File: src/rtl/master_controller_if.sv
// Phase broadcast bus between the master_controller sequencer and the layer datapath.
// The controller drives the phase, counters and status; the datapath drives start.
interface master_controller_if #(
    parameter int max      = 5,
    parameter int layer_no = 4
);
    localparam int LW = (layer_no > 1) ? $clog2(layer_no) : 1;
    localparam int CW = (max > 1) ? $clog2(max) : 1;

    logic          start;
    logic [2:0]    control;
    logic [LW-1:0] layer_idx;
    logic [CW-1:0] mac_cnt;
    logic          busy;
    logic          done;

    modport master (input start, output control, layer_idx, mac_cnt, busy, done);
    modport slave  (output start, input control, layer_idx, mac_cnt, busy, done);
endinterface

File: src/rtl/master_controller.sv
// Phase sequencer for the neural network: LOAD, MAC x max, ACT, NEXT per layer.
// Define MASTER_CONTROLLER_AUTO_RESTART_EN to restart directly from DONE while start stays high.
module master_controller #(
    parameter int max      = 5,
    parameter int layer_no = 4
) (
    input logic               clk,
    input logic               rst,
    master_controller_if.master bus
);
    localparam int LW = (layer_no > 1) ? $clog2(layer_no) : 1;
    localparam int CW = (max > 1) ? $clog2(max) : 1;

    // State encoding equals the broadcast phase code, so control is the state register itself.
    typedef enum logic [2:0] {
        IDLE = 3'd0,
        LOAD = 3'd1,
        MAC  = 3'd2,
        ACT  = 3'd3,
        NEXT = 3'd4,
        DONE = 3'd5
    } state_t;

    state_t        state, state_next;
    logic [LW-1:0] layer_q, layer_next;
    logic [CW-1:0] mac_q, mac_next;

    always_ff @(posedge clk or posedge rst) begin
        if (rst) begin
            state   <= IDLE;
            layer_q <= '0;
            mac_q   <= '0;
        end else begin
            state   <= state_next;
            layer_q <= layer_next;
            mac_q   <= mac_next;
        end
    end

    // mac_next defaults to zero so the MAC index is cleared in every non-MAC state.
    always_comb begin
        state_next = state;
        layer_next = layer_q;
        mac_next   = '0;
        case (state)
            IDLE: begin
                if (bus.start) begin
                    state_next = LOAD;
                    layer_next = '0;
                end
            end
            LOAD: state_next = MAC;
            MAC: begin
                if (mac_q == CW'(max - 1)) begin
                    state_next = ACT;
                end else begin
                    mac_next = mac_q + 1'b1;
                end
            end
            ACT: begin
                if (layer_q == LW'(layer_no - 1)) begin
                    state_next = DONE;
                end else begin
                    state_next = NEXT;
                end
            end
            NEXT: begin
                state_next = LOAD;
                layer_next = layer_q + 1'b1;
            end
            DONE: begin
                if (!bus.start) begin
                    state_next = IDLE;
                end else begin
`ifdef MASTER_CONTROLLER_AUTO_RESTART_EN
                    state_next = LOAD;
                    layer_next = '0;
`else
                    state_next = DONE;
`endif
                end
            end
            default: begin
                state_next = IDLE;
                layer_next = '0;
            end
        endcase
    end

    assign bus.control   = state;
    assign bus.layer_idx = layer_q;
    assign bus.mac_cnt   = mac_q;
    assign bus.busy      = (state != IDLE) && (state != DONE);
    assign bus.done      = (state == DONE);
endmodule

File: src/flat_wrapper.sv
// flat-port wrapper written by rule: the top's interface ports become plain ports
module master_controller_flat 
#(
    parameter int max      = 5,
    parameter int layer_no = 4
)
  (clk, rst, bus_start, bus_control, bus_layer_idx, bus_mac_cnt, bus_busy, bus_done);
  master_controller_if #(.max(max), .layer_no(layer_no)) bus_i ();
  input logic clk;
  input logic rst;
  input wire logic [$bits(bus_i.start)-1:0] bus_start;
  output wire logic [$bits(bus_i.control)-1:0] bus_control;
  output wire logic [$bits(bus_i.layer_idx)-1:0] bus_layer_idx;
  output wire logic [$bits(bus_i.mac_cnt)-1:0] bus_mac_cnt;
  output wire logic [$bits(bus_i.busy)-1:0] bus_busy;
  output wire logic [$bits(bus_i.done)-1:0] bus_done;
  assign bus_i.start = bus_start;
  assign bus_control = bus_i.control;
  assign bus_layer_idx = bus_i.layer_idx;
  assign bus_mac_cnt = bus_i.mac_cnt;
  assign bus_busy = bus_i.busy;
  assign bus_done = bus_i.done;
  master_controller #(.max(max), .layer_no(layer_no)) u_core (.clk(clk), .rst(rst), .bus(bus_i));
endmodule
File: config.mk
export PLATFORM = sky130hd
export DESIGN_NAME = master_controller_flat
export DESIGN_NICKNAME = d
export VERILOG_FILES = /design/src/rtl/master_controller_if.sv /design/src/rtl/master_controller.sv /design/src/flat_wrapper.sv
export SDC_FILE = /design/constraint.sdc
export NUM_CORES = 1
export LEC_CHECK = 0
export BUFFER_PORTS_ARGS = -buffer_cell sky130_fd_sc_hd__buf_2
export CORE_AREA = 2 2 39 41
export CTS_BUF_LIST = sky130_fd_sc_hd__clkbuf_4
export CTS_CLUSTER_DIAMETER = 100
export DETAILED_ROUTE_END_ITERATION = 12
export DIE_AREA = 0 0 41 43
export SLEW_MARGIN = 20
export SYNTH_ARGS = -nofsm -noshare
export SYNTH_HDL_FRONTEND = slang
export SYNTH_SLANG_ARGS = --single-unit
export TNS_END_PERCENT = 5
File: constraint.sdc
create_clock -name clk -period 1.2 [get_ports clk]
set_clock_uncertainty 0.05 [all_clocks]
set_input_delay 0.24 -clock clk [delete_from_list [all_inputs] [get_ports clk]]
set_output_delay 0.24 -clock clk [all_outputs]
set_load 0.02 [all_outputs]
# --- After elaboration in Yosys (flattened, before gate mapping) ---
# Cells that the tools add are included.
word_totals:
  out_inout_bits: 10
  reg_bits: 8
  inputBits: 3
  elab_cells: 31
op_classes:
  n_addsub: 2
  mux: 9
  reduce_logical: 6
  n_bitwise: 1
  eq_ne: 10
ops:
  columns: ["cell", "count"]
  rows:
  - ["$pmux W3 S6", 1]
  - ["$mux W3", 5]
  - ["$eq A3 B3 Y1 const B", 3]
  - ["$eq A3 B2 Y1 const B", 2]
  - ["$pmux W2 S3", 1]
  - ["$reduce_and A2 Y1", 2]
  - ["$reduce_or A4 Y1", 1]
  - ["$add A3 B1 Y3 const B", 1]
  - ["$eq A3 B1 Y1 const B", 1]
  - ["$logic_not A3 Y1", 1]
  - ["$ne A3 B3 Y1 const B", 1]
  - ["$reduce_bool A3 Y1", 1]
  - ["$add A2 B1 Y2 const B", 1]
  - ["$eq A2 B2 Y1 const B", 1]
  - ["$mux W2", 1]
  - ["$ne A2 B1 Y1 const B", 1]
  - ["$ne A2 B2 Y1 const B", 1]
  - ["$logic_and A1 B1 Y1", 1]
  - ["$mux W1", 1]
  - ["$not A1 Y1", 1]

# --- Logic depth before layout (Yosys ltp) ---
logic_depth:
  ltp_word: 4
  ltp_mapped: 5
  ltp_nobuf: 5

# --- Worst setup path after synthesis ---
# Ideal clock, no wire load.
synth_path:
  kind: "reg-to-reg"
  from: "register u_core.mac_q[0], in the netlist u_core.bus.mac_cnt[0]"
  to: "register u_core.mac_q[2], in the netlist u_core.bus.mac_cnt[2]"
  path_stages_with_launch: 6
  arrival_time_ps: 1174
  setup_slack_ps: -110
  required_time_ps: 1064
  synth_period_minus_slack_ps: 1310
  n_path_buf: 0
  setup_time_ps: 86
  path_cell_list: "dfrtp_1 inv_1 ha_1 nor3b_1 a21oi_1 nor3_1"
synth_between:
  elab_chain_len: 3
  word_cells_on_any_way: 4
  classes_between: "add/sub: 1; eq/ne: 1; mux: 2"
synth_lines:
  columns: ["element", "line_no", "source"]
  rows:
  - ["start, declared", "master_controller.sv:26", "logic [CW-1:0] mac_q, mac_next;"]
  - ["start signal, assigned", "master_controller.sv:36", "mac_q <= mac_next;"]
  - ["$add A3 B1 Y3 or $eq A3 B3 Y1 (tied branches)", "master_controller.sv:57, master_controller.sv:54", null]
  - ["$mux W3 (*)", "master_controller.sv:54", "if (mac_q == CW'(max - 1)) begin"]
  - ["$mux W3 (*)", "master_controller.sv:45", "case (state)"]
  - ["via u_core.mac_next[2]", "master_controller.sv:26", null]
# Mark *: on every way through the listed nets, which the timed path passes. The rest lies on a longest branch.
# A chain may end at the register's enable or synchronous reset.

# --- Worst setup path after layout ---
layout_path:
  from: "register u_core.state[0], in the netlist u_core.bus.control[0]"
  to: "output bus_busy"
layout_between:
  elab_chain_len: 2
  word_cells_on_any_way: 3
  classes_between: "eq/ne: 1; reduce/logical: 2"
layout_lines:
  columns: ["element", "line_no", "source"]
  rows:
  - ["start, declared", "master_controller.sv:24", "state_t state, state_next;"]
  - ["start signal, assigned", "master_controller.sv:34", "state <= state_next;"]
  - ["$ne A3 B3 Y1 or $reduce_bool A3 Y1 (tied branches)", "master_controller.sv:93", "assign bus.busy = (state != IDLE) && (state != DONE);"]
  - ["$logic_and A1 B1 Y1 (*)", "master_controller.sv:93", null]
  - ["end, declared", "flat_wrapper.sv:15", "output wire logic [$bits(bus_i.busy)-1:0] bus_busy;"]
# Mark *: on every way between the ends. The rest lies on a longest branch, timed or not.

==> results.md <==
* Most frequent cells after synthesis: dfrtp_1, inv_1, ha_1, nor2_1
* Min-delay worst type: input pin to register
* CP Class: register to output pin
* Sw Share at 40.6%
* Post-synth top area share at 44.2%
* Drt initial violations at 6
* Overall routed net length at 998 um
* Final setup fails at 6
* Synth Area in Simple Gates at 16.0%
* Dpl ws at 0.0104 ns
* Final net count at 73
* WL per Instance at 12.2 um
* I/O Pins at 13
* Final Max Slew Viols at 0
* Clock Pin Slew Worst Setup and Hold Paths at 0.06 ns
* Drt drc at 0
* Area grow syn2layout at 55.2%
* Vias in the first global route at 383
* Fillers at 134
* Clock Latency Late Sink at 0.26 ns
* Gr usage total at 14.1%
* Async SR Flop Fraction at 100%
* Cell accounting for the most synthesized area: dfrtp_1
* Worst Setup EP: bus_busy
* Port Buffers at 12
* Setup WS post-layout at -0.164 ns
* Leakage at 0.000337 uW
* Status: complete, but fails checks
* Maxcap violations at 0
* Largest stage delay on the critical path at 0.46 ns
* Fin cells at 82
* Antenna Violating Nets Remaining at 0
* Synth warn at 0
* Worst-Margin Slew at 0.326 ns
* Period minus WS final at 1.36 ns
* Max clock buf depth at 2
* Crit path max fanout at 5
* Worst EP arrival at 1.07 ns
* Placed cell count at 73
* Total gr overflow at 0
* Initial antenna violation count at 0
* Layout cells sized above 1 at 62.1%
* Crit. End Element: output pin
* DR vias at 389
* ANT cells at 0
* Die area at 0.00176 sq mm
* TritonCTS buffer count at 3
* FF-to-FF path depth at 3
* Flops & latches, synth at 8
* Period utilization at 114%
* Pin count of the biggest net entering global routing at 9
* Post-synthesis mux area share at 2.49%
* Violations in the final reports: setup timing
* Reg-to-Reg Start: u_core.bus.control[2]
* Internal power at 1120 uW
* Sw power at 765 uW
* First-pass GRT wire length at 1590 um
* Critical path's slowest cell: dfrtp_2
* Drt via density at 4.74
* Cell variety after synth at 23
* Post-Syn Nets at 47
* Initial DRT Pass Iterations at 3
* Fmax at 733 MHz
* CTS tree: done
* Combinational cell fraction of total power at 61.0%
* Post-synthesis adder-cell area fraction at 10.8%
* Syn avg cell area at 11.0 sq um
* Core ar. at 0.00138 sq mm
* Clock power share at 13.3%
* H-tree depth at 1
* Seq/Total Area, Yosys at 44.2%
* CP Launch Type: register
* Setup crit start: u_core.bus.control[0]
* Die H at 43 um
* Cells after Synth at 41
* Initial core utilization at 32.7%
* RR Endpoint: u_core.bus.mac_cnt[0]
* Max VDD drop at 0.00116 V
* Post-synth EDFFs at 0
* Most frequent cell after synthesis: dfrtp_1
* Top post-synthesis cells by area: dfrtp_1, ha_1, a2111oi_4
* Synth Cell Area at 453 sq um
* Clock Tree Root: clkbuf_4
* Die span in x at 41 um
* Hpwl dp at 672 um
* CTS Sinks at 8
* Area occupied by multi-input gates at 250 sq um
* Cell row count at 14
* Slack of the worst reg-to-reg path at 0 ns
* Register share of total power at 25.7%
* RSZ-0062 raised after global routing: yes
* Required @ worst endpoint at 0.91 ns
* PwrDens at 2680 mW/mm^2
* Slew HR at 78.2%
* Largest family of logic cells by synthesized area: simple AND/OR/NAND/NOR gates
* Critical-path cell list: xnor2_2 > nand2_1 > buf_2
* Compound-gate portion of the synthesized area at 15.2%
* Placer Congestion at 0.740
* Count of final hold-check violations at 0
* Reg area at 205 sq um
* Ys flop type: dfrtp_1
* XOR/XNOR Fraction of Synth Area at 3.87%
cell usage in the layout, fill, tap and decap left out, types with 2 or more instances in the layout:
cell and n:
a21oi_1 2, buf_2 6, buf_4 9, buf_6 6, clkbuf_4 4, dfrtp_1 4
dfrtp_2 4, ha_1 2, inv_1 5, nor2_1 2
layer usage:
| layer | up-vias | share of wire, % | track usage (%) |
|---|---|---|---|
| li1 | 190 | - | - |
| met1 | 191 | 38 | 13.8 |
| met5 | - | 0 | 0 |
| met4 | 0 | 0 | 2.00 |
| met3 | 0 | 5.8 | 9.42 |
| met2 | 8 | 56 | 23.8 |
worst min-delay path by stage:
stage | depth (start not counted) | slack (ns) | from | end
2_1_floorplan | 1 | 0.006 | rst | u_core.bus.control[1]
3_3_place_gp | 2 | 0.15 | rst | u_core.bus.layer_idx[0]
3_5_place_dp | 2 | 0.16 | rst | u_core.bus.layer_idx[0]
4_1_cts | 3 | 0.22 | bus_start | u_core.bus.control[2]
5_1_grt | 3 | 0.25 | bus_start | u_core.bus.control[2]
6_report | 3 | 0.25 | bus_start | u_core.bus.control[2]
logic make-up (layout without fill, tap and decap cells):
| logic type | Yosys count | in the layout |
|---|---|---|
| AND/OR/NAND/NOR | 12 | 12 |
| XOR/XNOR | 2 | 2 |
| adder cells (fa/ha/maj) | 4 | 4 |
| flip-flops | 8 | 8 |
| buffers and inverters | 7 | 32 |
| multiplexers | 1 | 1 |
| AO/OA/AOI/OAI | 7 | 7 |
per-stage QoR:
stage / utilization (%) / hold WS [ns] / TNS [ns] / total power [uW] / cell area [sq um]
floorplan: - / 0.00552 / -0.0658 / 1090 / 458
global placement: 40.8 / 0.153 / 0 / 1370 / 564
detailed placement: 40.8 / 0.160 / 0 / 1380 / 564
CTS: 48.2 / 0.224 / -0.505 / 1820 / 667
global route: 50.8 / 0.245 / -0.826 / 2020 / 703
finish: 50.8 / 0.246 / -0.502 / 1880 / 703
flip-flops by register name, summed over array words and instances (netlist names):
signal and flops:
u_core.bus.control 3, u_core.bus.layer_idx 2, u_core.bus.mac_cnt 3
critical path, delay by kind of cell (launching register included):
kind	cells	cell delay, ns
DFF	1	0.46
buffers and inverters	1	0.15
xor gates and xnor gates	1	0.14
and+or+nand+nor	1	0.06
area by class of cell:
class,count,share of cell area [%]
multi-input cells,26,35.6
repair buffers,22,24.9
clock buffers,4,4.27
inverters,6,3.20
well taps,16,2.85
flip-flops and latches,8,29.2
power groups by stage:
| stage | logic [uW] | registers (uW) | clock network (uW) |
|---|---|---|---|
| 3_3_place_gp | 871 | 494 | 0 |
| 3_5_place_dp | 887 | 498 | 0 |
| 6_report | 1150 | 484 | 250 |
| 5_1_grt | 1250 | 497 | 275 |
| 4_1_cts | 1090 | 470 | 261 |
| 2_1_floorplan | 498 | 597 | 0 |
what timing repair did:
item,in CTS,in global routing
setup endpoints to repair,9,12
setup buffers,4,0
gates resized for setup,12,8
hold endpoints to repair,8,0
hold buffers,1,0
Note: power is estimated with default switching activity, not from simulation.
